===== src/rtl/hdmi_i2c_config_sequencer_pkg.sv =====
// Shared definitions for the HDMI transmitter I2C configuration sequencer:
// sequencer state encoding, field positions inside a 24-bit table word and
// the transmitter's 8-bit I2C slave address.
package hdmi_i2c_config_sequencer_pkg;

    typedef enum logic [2:0] {
        S_IDLE,
        S_POWERUP,
        S_ISSUE,
        S_WAIT,
        S_GAP,
        S_NEXT,
        S_DONE,
        S_ERROR
    } seq_state_e;

    localparam int SLAVE_MSB = 23;
    localparam int REG_MSB   = 15;
    localparam int DATA_MSB  = 7;

    localparam logic [7:0] HDMI_TX_ADDR = 8'h72;

endpackage


===== src/rtl/hdmi_i2c_config_sequencer_rom.sv =====
// hdmi_config_rom: constant transmitter power-up register list.
// Ports:
//   index_i  entry index
//   word_o   {slave[23:16], register[15:8], data[7:0]}; zero for any index
//            at or beyond NUM_ENTRIES
module hdmi_config_rom
    import hdmi_i2c_config_sequencer_pkg::*;
#(
    parameter int NUM_ENTRIES = 16,
    parameter int INDEX_WIDTH = 8
) (
    input  logic [INDEX_WIDTH-1:0] index_i,
    output logic [23:0]            word_o
);

    logic [31:0] idx32;

    always_comb begin
        idx32  = 32'(index_i);
        word_o = '0;
        if (idx32 < 32'(NUM_ENTRIES)) begin
            case (idx32)
                32'd0:   word_o = {HDMI_TX_ADDR, 8'h41, 8'h10}; // power up
                32'd1:   word_o = {HDMI_TX_ADDR, 8'h98, 8'h03};
                32'd2:   word_o = {HDMI_TX_ADDR, 8'h9A, 8'hE0};
                32'd3:   word_o = {HDMI_TX_ADDR, 8'h9C, 8'h30};
                32'd4:   word_o = {HDMI_TX_ADDR, 8'h9D, 8'h61};
                32'd5:   word_o = {HDMI_TX_ADDR, 8'hA2, 8'hA4};
                32'd6:   word_o = {HDMI_TX_ADDR, 8'hA3, 8'hA4};
                32'd7:   word_o = {HDMI_TX_ADDR, 8'hE0, 8'hD0};
                32'd8:   word_o = {HDMI_TX_ADDR, 8'hF9, 8'h00};
                32'd9:   word_o = {HDMI_TX_ADDR, 8'h15, 8'h00}; // input format
                32'd10:  word_o = {HDMI_TX_ADDR, 8'h16, 8'h30};
                32'd11:  word_o = {HDMI_TX_ADDR, 8'h17, 8'h02};
                32'd12:  word_o = {HDMI_TX_ADDR, 8'h18, 8'h46};
                32'd13:  word_o = {HDMI_TX_ADDR, 8'hAF, 8'h06}; // HDMI mode
                32'd14:  word_o = {HDMI_TX_ADDR, 8'hBA, 8'h60};
                32'd15:  word_o = {HDMI_TX_ADDR, 8'hD6, 8'hC0};
                default: word_o = '0;
            endcase
        end
    end

endmodule


===== src/rtl/hdmi_i2c_config_sequencer.sv =====
// HDMI transmitter configuration sequencer. Walks the configuration ROM and
// hands one {slave, register, data} word at a time to the single-write I2C
// engine, retrying NACKed or timed-out writes up to MAX_RETRIES times.
// Ports:
//   refClock, reset_n    clock, synchronous active-low reset
//   start                begin a configuration pass (IDLE/DONE/ERROR only)
//   hpd                  hot-plug level, used only with HPD_RECONFIG_EN
//   cmdData, cmdGo       word and one-cycle request to the engine
//   cmdDone, cmdAckOk    engine completion pulse and ACK status
//   busy, done, error    pass status levels
//   failIndex            entry that aborted the pass, else 0
// Optional feature macro: HPD_RECONFIG_EN (hpd rising edge restarts a pass).
module hdmi_i2c_config_sequencer
    import hdmi_i2c_config_sequencer_pkg::*;
#(
    parameter int NUM_ENTRIES    = 16,
    parameter int INDEX_WIDTH    = 8,
    parameter int POWERUP_CYCLES = 1000,
    parameter int GAP_CYCLES     = 8,
    parameter int TIMEOUT_CYCLES = 4096,
    parameter int MAX_RETRIES    = 2,
    parameter int CNT_WIDTH      = 16
) (
    input  logic                   refClock,
    input  logic                   reset_n,
    input  logic                   start,
    input  logic                   hpd,
    output logic [23:0]            cmdData,
    output logic                   cmdGo,
    input  logic                   cmdDone,
    input  logic                   cmdAckOk,
    output logic                   busy,
    output logic                   done,
    output logic                   error,
    output logic [INDEX_WIDTH-1:0] failIndex
);

    seq_state_e             state_q, state_d;
    logic [CNT_WIDTH-1:0]   cnt_q, cnt_d;
    logic [INDEX_WIDTH-1:0] idx_q, idx_d;
    logic [INDEX_WIDTH-1:0] fail_q, fail_d;
    logic [7:0]             retries_q, retries_d;
    logic                   retry_q, retry_d;
    logic [23:0]            data_q, data_d;
    logic                   go_q, go_d;
    logic                   busy_q, done_q, error_q;
    logic [23:0]            rom_word;
    logic                   start_ev;

    hdmi_config_rom #(
        .NUM_ENTRIES (NUM_ENTRIES),
        .INDEX_WIDTH (INDEX_WIDTH)
    ) u_rom (
        .index_i (idx_q),
        .word_o  (rom_word)
    );

`ifdef HPD_RECONFIG_EN
    logic hpd_q, pend_q, pend_d, hpd_rise;

    assign hpd_rise = hpd & ~hpd_q;
    // A pending request is only consumed in IDLE/DONE/ERROR, where it acts as start.
    assign start_ev = start | hpd_rise | pend_q;

    always_comb begin
        pend_d = pend_q;
        if (state_q == S_IDLE || state_q == S_DONE || state_q == S_ERROR) begin
            pend_d = 1'b0;
        end else if (hpd_rise) begin
            pend_d = 1'b1;
        end
    end

    always_ff @(posedge refClock) begin
        if (!reset_n) begin
            hpd_q  <= 1'b0;
            pend_q <= 1'b0;
        end else begin
            hpd_q  <= hpd;
            pend_q <= pend_d;
        end
    end
`else
    logic unused_hpd;
    assign unused_hpd = hpd;
    assign start_ev   = start;
`endif

    always_comb begin
        state_d   = state_q;
        cnt_d     = cnt_q;
        idx_d     = idx_q;
        fail_d    = fail_q;
        retries_d = retries_q;
        retry_d   = retry_q;
        data_d    = data_q;
        go_d      = 1'b0;
        case (state_q)
            S_IDLE: begin
                if (start_ev) begin
                    state_d = S_POWERUP;
                    // One extra count so the first request trails start by
                    // POWERUP_CYCLES+2, matching the GAP->NEXT->ISSUE spacing.
                    cnt_d   = CNT_WIDTH'(POWERUP_CYCLES);
                end
            end
            S_POWERUP: begin
                if (cnt_q == '0) begin
                    idx_d     = '0;
                    retries_d = '0;
                    retry_d   = 1'b0;
                    state_d   = S_ISSUE;
                end else begin
                    cnt_d = cnt_q - CNT_WIDTH'(1);
                end
            end
            S_ISSUE: begin
                data_d  = rom_word;
                go_d    = 1'b1;
                cnt_d   = CNT_WIDTH'(TIMEOUT_CYCLES - 1);
                state_d = S_WAIT;
            end
            S_WAIT: begin
                // cmdDone takes priority over a simultaneous timeout.
                if (cmdDone && cmdAckOk) begin
                    retry_d = 1'b0;
                    cnt_d   = CNT_WIDTH'(GAP_CYCLES - 1);
                    state_d = S_GAP;
                end else if (cmdDone || cnt_q == '0) begin
                    if (retries_q < 8'(MAX_RETRIES)) begin
                        retries_d = retries_q + 8'd1;
                        retry_d   = 1'b1;
                        cnt_d     = CNT_WIDTH'(GAP_CYCLES - 1);
                        state_d   = S_GAP;
                    end else begin
                        fail_d  = idx_q;
                        state_d = S_ERROR;
                    end
                end else begin
                    cnt_d = cnt_q - CNT_WIDTH'(1);
                end
            end
            S_GAP: begin
                if (cnt_q == '0) begin
                    state_d = S_NEXT;
                end else begin
                    cnt_d = cnt_q - CNT_WIDTH'(1);
                end
            end
            S_NEXT: begin
                // Retries also pass through NEXT so every reissue keeps the
                // same GAP_CYCLES+2 spacing; they do not advance the index.
                if (retry_q) begin
                    state_d = S_ISSUE;
                end else if (idx_q == INDEX_WIDTH'(NUM_ENTRIES - 1)) begin
                    state_d = S_DONE;
                end else begin
                    idx_d     = idx_q + INDEX_WIDTH'(1);
                    retries_d = '0;
                    state_d   = S_ISSUE;
                end
            end
            S_DONE, S_ERROR: begin
                if (start_ev) begin
                    fail_d  = '0;
                    cnt_d   = CNT_WIDTH'(POWERUP_CYCLES);
                    state_d = S_POWERUP;
                end
            end
            default: state_d = S_IDLE;
        endcase
    end

    always_ff @(posedge refClock) begin
        if (!reset_n) begin
            state_q   <= S_IDLE;
            cnt_q     <= '0;
            idx_q     <= '0;
            fail_q    <= '0;
            retries_q <= '0;
            retry_q   <= 1'b0;
            data_q    <= '0;
            go_q      <= 1'b0;
            busy_q    <= 1'b0;
            done_q    <= 1'b0;
            error_q   <= 1'b0;
        end else begin
            state_q   <= state_d;
            cnt_q     <= cnt_d;
            idx_q     <= idx_d;
            fail_q    <= fail_d;
            retries_q <= retries_d;
            retry_q   <= retry_d;
            data_q    <= data_d;
            go_q      <= go_d;
            busy_q    <= !(state_d == S_IDLE || state_d == S_DONE || state_d == S_ERROR);
            done_q    <= (state_d == S_DONE);
            error_q   <= (state_d == S_ERROR);
        end
    end

    assign cmdData   = data_q;
    assign cmdGo     = go_q;
    assign busy      = busy_q;
    assign done      = done_q;
    assign error     = error_q;
    assign failIndex = fail_q;

endmodule


===== config.mk =====
export PLATFORM = sky130hd
export DESIGN_NAME = hdmi_i2c_config_sequencer
export DESIGN_NICKNAME = d
export VERILOG_FILES = /design/src/rtl/hdmi_i2c_config_sequencer_pkg.sv /design/src/rtl/hdmi_i2c_config_sequencer_rom.sv /design/src/rtl/hdmi_i2c_config_sequencer.sv
export SDC_FILE = /design/constraint.sdc
export NUM_CORES = 1
export LEC_CHECK = 0
export CAP_MARGIN = 15
export CORE_MARGIN = 5
export CORE_UTILIZATION = 45
export CTS_CLUSTER_SIZE = 14
export DETAILED_ROUTE_END_ITERATION = 12
export PLACE_DENSITY = 0.71
export REMOVE_ABC_BUFFERS = 1
export SLEW_MARGIN = 25
export SYNTH_ARGS = -nofsm -noshare
export SYNTH_HDL_FRONTEND = slang
export SYNTH_SLANG_ARGS = --single-unit

===== constraint.sdc =====
create_clock -name refClock -period 2.69 [get_ports refClock]
set_input_delay 0.269 -clock refClock [delete_from_list [all_inputs] [get_ports refClock]]
set_output_delay 0.269 -clock refClock [all_outputs]
set_load 0.01 [all_outputs]

; Word level (Yosys, flattened, before mapping)
; Memory sizes are Yosys's and may differ from the RTL's. A register that Yosys moved wholly into a read port is not among the register bits.
; Index checks and enable logic that the tools add are counted.
[totals]
mem_count = 1
wordCells = 102
mem_bits_ro = 240
reg_bits = 72
in_bits = 6
output_inout_bits = 36
[op_classes]
n_mux = 40
order_cmp = 2
eq_ne = 23
addsub = 3
n_reduce_logical = 22
[memory_table]
columns = name, depth, width, read_ports, rd_ports_with_merged_regs, write_ports, line
row1 = (no name shown), 16, 15, 1, 1, 0, hdmi_i2c_config_sequencer_rom.sv:22  ; case (idx32)
[op_table]
columns = cell, n
row1 = $mux 8, 12
row2 = $mux 16, 5
row3 = $pmux 16 s4, 1
row4 = $mux 24, 2
row5 = $pmux 8 s2, 2
row6 = $pmux 8 s3, 1
row7 = $mux 3, 7
row8 = $eq 3x3->1 const B, 6
row9 = $ne 2x2->1 const B, 9
row10 = $pmux 3 s6, 1
row11 = $add 8x1->8 const B, 2
row12 = $logic_not 16->1, 1
row13 = $sub 16x1->16 const B, 1
row14 = $reduce_and 4->1, 3
row15 = $eq 8x4->1 const B, 1
row16 = $lt 8x2->1 const B, 1
row17 = $lt 8x5->1 const B, 1
row18 = $mux 4, 2
row19 = $reduce_and 7->1, 1
row20 = $eq 3x2->1 const B, 2
row21 = $logic_not 3->1, 2
row22 = $ne 3x3->1 const B, 2
row23 = $reduce_bool 2->1, 3
row24 = $mux 1, 5
row25 = other kinds (14), 17

; Longest topological paths before layout
[logic_depth]
ltp_word = 9
depth_mapped = 12
depth_no_buf = 12

; Cells and area by module
; Synthesis repeated with hierarchy kept, for this count alone.
[hier_totals]
hier_cells = 512
hier_area_um2 = 4062.6
[by_module_without_submodules]
columns = mod, cells_each, instances, area_each_um2, seq_area_each_um2
row1 = hdmi_i2c_config_sequencer, 434, 1, 3497.1, 1441.4
row2 = hdmi_config_rom, 78, 1, 565.5, 0.0

; Worst setup path before layout
; Ideal clock, no wire load.
[synth_timing]
kind = reg2reg
startpoint = reg state_q[0]
endpoint = reg (tool-made name)
setup_time_ps = 127
required_time_ps = 2563
arrival_ps = 2643
path_stages_with_launch = 11
period_less_slack_ps = 2770
path_slack_ps = -80
path_buffers = 1
cell_sequence = dfxtp_1 -> clkbuf_1 -> nor4bb_1 -> o21ai_1 -> xor2_1 -> nor2_1 -> inv_1 -> ha_1 -> nand2_1 -> a21oi_1 -> or3_1
[synth_rtl]
columns = element, line
row1 = "start, declared", hdmi_i2c_config_sequencer.sv:38  ; seq_state_e state_q, state_d;
row2 = "start signal, assigned", hdmi_i2c_config_sequencer.sv:188  ; state_q <= state_d;

==> metrics.md <==
| Metric | Value |
|---|---|
| Run status | complete, no violations |
| Crit Path Category | flop to flop |
| Sequential Power Share | 33.8% |
| Max Cap Viol | 0 |
| Syn Std Cell Area | 3979 µm² |
| Final Max Slew Viols | 0 |
| Number of vias per cell | 5.838 |
| Routed WL | 11.58 mm |
| Worst-Margin Slew | 0.5047 ns |
| Area after DPL | 4848 µm² |
| Die Ht | 104.0 µm |
| Sw Share | 38.19% |
| Multi-input logic area | 2305 µm² |
| Starting Density | 45.85% |
| Largest net degree at the start of global routing | 22 |
| Vias in the first global route | 3881 |
| First-pass detailed-route iteration total | 5 |
| Detailed-route wire length per cell | 16.47 µm |
| Commonest non-fill, non-tap cell in the layout | dfxtp_1 |
| Root Buffer Master | clkbuf_8 |
| Clock Power Share | 22.8% |
| Crit path top cell by count | buf_4 |
| TritonCTS clock tree | done |
| Hpwl dp | 7.968 mm |
| Endpoints failing setup | 0 |
| Hold buffers post-CTS | 0 |
| Nets | 607 |
| Gate power share | 43.4% |
| Skew final | 0.01122 ns |
| Clock Latency Late Sink | 0.36 ns |
| Peak supply drop | 0.3493 mV |
| Asr flop ratio synth | 0% |
| Core Util, Final | 60.48% |
| Fin cells | 703 |
| Post-route ant nets | 0 |
| Peak fanout along the critical path | 7 |
| Initial antenna violation count | 0 |
| Worst EP arrival | 2.89 ns |
| Hold Crit Class | flop to flop |
| Final Hold Fails | 0 |
| Crit path from | cnt_q[9] |
| Std-Cell Rows | 34 |
| Critical Path, Cell by Cell | or3_4 > buf_4 > nor4_4 > buf_4 > nand4_1 > buf_4 > a31o_4 > nand2_4 > clkinvlp_4 > buf_6 > xnor2_1 > a21oi_1 |
| Post-synth EDFFs | 0 |
| Final GP Congestion | 0.9633 |
| Storage element area | 1583 µm² |
| Total CTS buffers | 9 |
| Library cells used by synthesis | 60 |
| Hold Crit Start | failIndex[6] |
| Fin crit share | 98.38% |
| WHS | 0.4604 ns |
| Post-Synthesis Cells | 494 |
| Commonest non-fill, non-tap cells in the layout | 78 x dfxtp_1, 77 x buf_4, 64 x nor2_1 |
| Clock buffer depth | 2 |
| Placed Cells | 678 |
| Layout area overhead | 31.92% |
| RSZ-0062 raised after global routing | true |
| Layout cells sized above 1 | 21.01% |
| Number of synthesized register bits | 79 |
| Most used DFF post-synth | dfxtp_1 |
| Net Switching | 1.560 mW |
| Initial DRC count | 311 |
| Slowest cell on the critical path | or3_4 |
| Total number of yosys warnings | 0 |
| Fillers | 780 |
| Slew Limit Headroom | 66.35% |
| Die X | 104.0 µm |
| Leak pwr | 2.141 nW |
| Clock-pin transition on the worst setup and hold timing paths | 0.08 ns |
| FMAX | 0.3779 GHz |
| Grt total ovfl | 0 |
| Setup_tns | 0 ns |
| First-pass GRT wire length | 18.63 mm |
| Startpoint types | flop |
| Crit-path max cell delay | 0.39 ns |
| Post-layout minimum cycle time | 2.647 ns |
| DRC errors left | 0 |
| Total track usage | 20.37% |
| H-Tree Depth | 3 |
| Worst reg2reg path depth | 12 |
| I/O Pins | 42 |
| Clock sinks | 79 |
| Sequential share of the synthesized area | 39.75% |
| Via count | 4104 |
| Pwr per Cell Area | 778.0 nW/µm² |
| # diodes | 0 |
| Finished Cell Area | 5249 µm² |
| Die Area | 10820 µm² |
| Number of port buffers | 35 |
| Power Internal | 2.524 mW |
| Critical Path RT | 2.93 ns |
| CP Capture Type | flop |
| Core area | 8678 µm² |
| Worst Hold Depth | 2 |
| Mean area per synthesized cell | 8.054 µm² |
| Worst r2r src | cnt_q[9] |
-- routing by layer --
| metal | wire length [µm] | share of wire [%] | global-route usage, % |
|---|---|---|---|
| met5 | 0 | 0 | 0 |
| met4 | 197 | 1.7 | 5.828 |
| met3 | 788 | 6.8 | 4.718 |
| met2 | 5614 | 48 | 34.06 |
| met1 | 4982 | 43 | 26.20 |
-- through the flow --
stage / total power, mW / setup WS [ns]
floorplan: 2.316 / -0.1221
global route: 4.324 / -0.05724
CTS: 3.982 / 0.01122
finish: 4.084 / 0.04347
detailed placement: 2.961 / -0.03687
global placement: 2.922 / 0.01478
-- what timing repair did --
action / in CTS / in global routing
setup endpoints to repair: 12 / 32
pin swaps: 10 / 9
gates resized for setup: 11 / 24
buffers inserted: 3 / 6
-- path summary, 6_finish.rpt --
path	end	slack (ns)
max reg2reg	flop	0.04
min reg2reg	failIndex[6]	0.46
min	failIndex[6]	0.46
max	flop	0.04
-- cell usage after synthesis (all sizes together), types with 4 or more instances --
library cell,instances,area (µm²)
o32ai,6,52.55
nor3,13,65.06
dfxtp,79,1582
nand3,13,65.06
nand2,53,198.9
nor2,64,240.2
xor2,7,61.31
a22oi,16,120.1
o211ai,9,67.56
nor4,6,37.54
and3,4,25.02
or4,4,33.78
a21oi,39,195.2
inv,11,41.29
nand4,16,100.1
o21ai,31,155.1
a31oi,7,43.79
o31ai,6,50.05
a211oi,7,65.06
buf,16,100.1
or3,6,37.54
clkbuf,19,71.32
ha,11,137.6
-- worst max-delay path: cells and delay by family, from the launching register on --
family / cells / cell delay (ns)
buf+inv: 5 / 0.90
compound gates: 2 / 0.33
xor+xnor: 1 / 0.13
flops: 1 / 0.33
simple gates: 4 / 0.82
-- area by class of cell --
class / count / share of cell area (%)
multi-input cells: 372 / 43.91
inverters: 12 / 0.9297
repair buffers: 116 / 18.55
well taps: 108 / 2.575
clock inverters: 6 / 1.263
flip-flops and latches: 79 / 30.16
clock buffers: 10 / 2.622
-- cell families after synthesis --
group                      share of synthesized area [%]
AOI/OAI and AO/OA                                  24.43
DFF                                                39.75
xor gates and xnor gates                           2.201
and+or+nand+nor                                    24.12
other                                            0.09425
muxes                                             0.5032
adders and majority gates                          3.459
buffers and inverters                              5.440
-- power groups by stage --
stage | registers (mW) | clock network (mW) | logic (mW)
final | 1.38 | 0.931 | 1.77
after global routing | 1.39 | 1.01 | 1.92
after detailed placement | 1.39 | 0 | 1.57
after global placement | 1.38 | 0 | 1.54
after floorplan | 1.41 | 0 | 0.910
after CTS | 1.37 | 0.954 | 1.66
(Power assumes the default switching activity.)
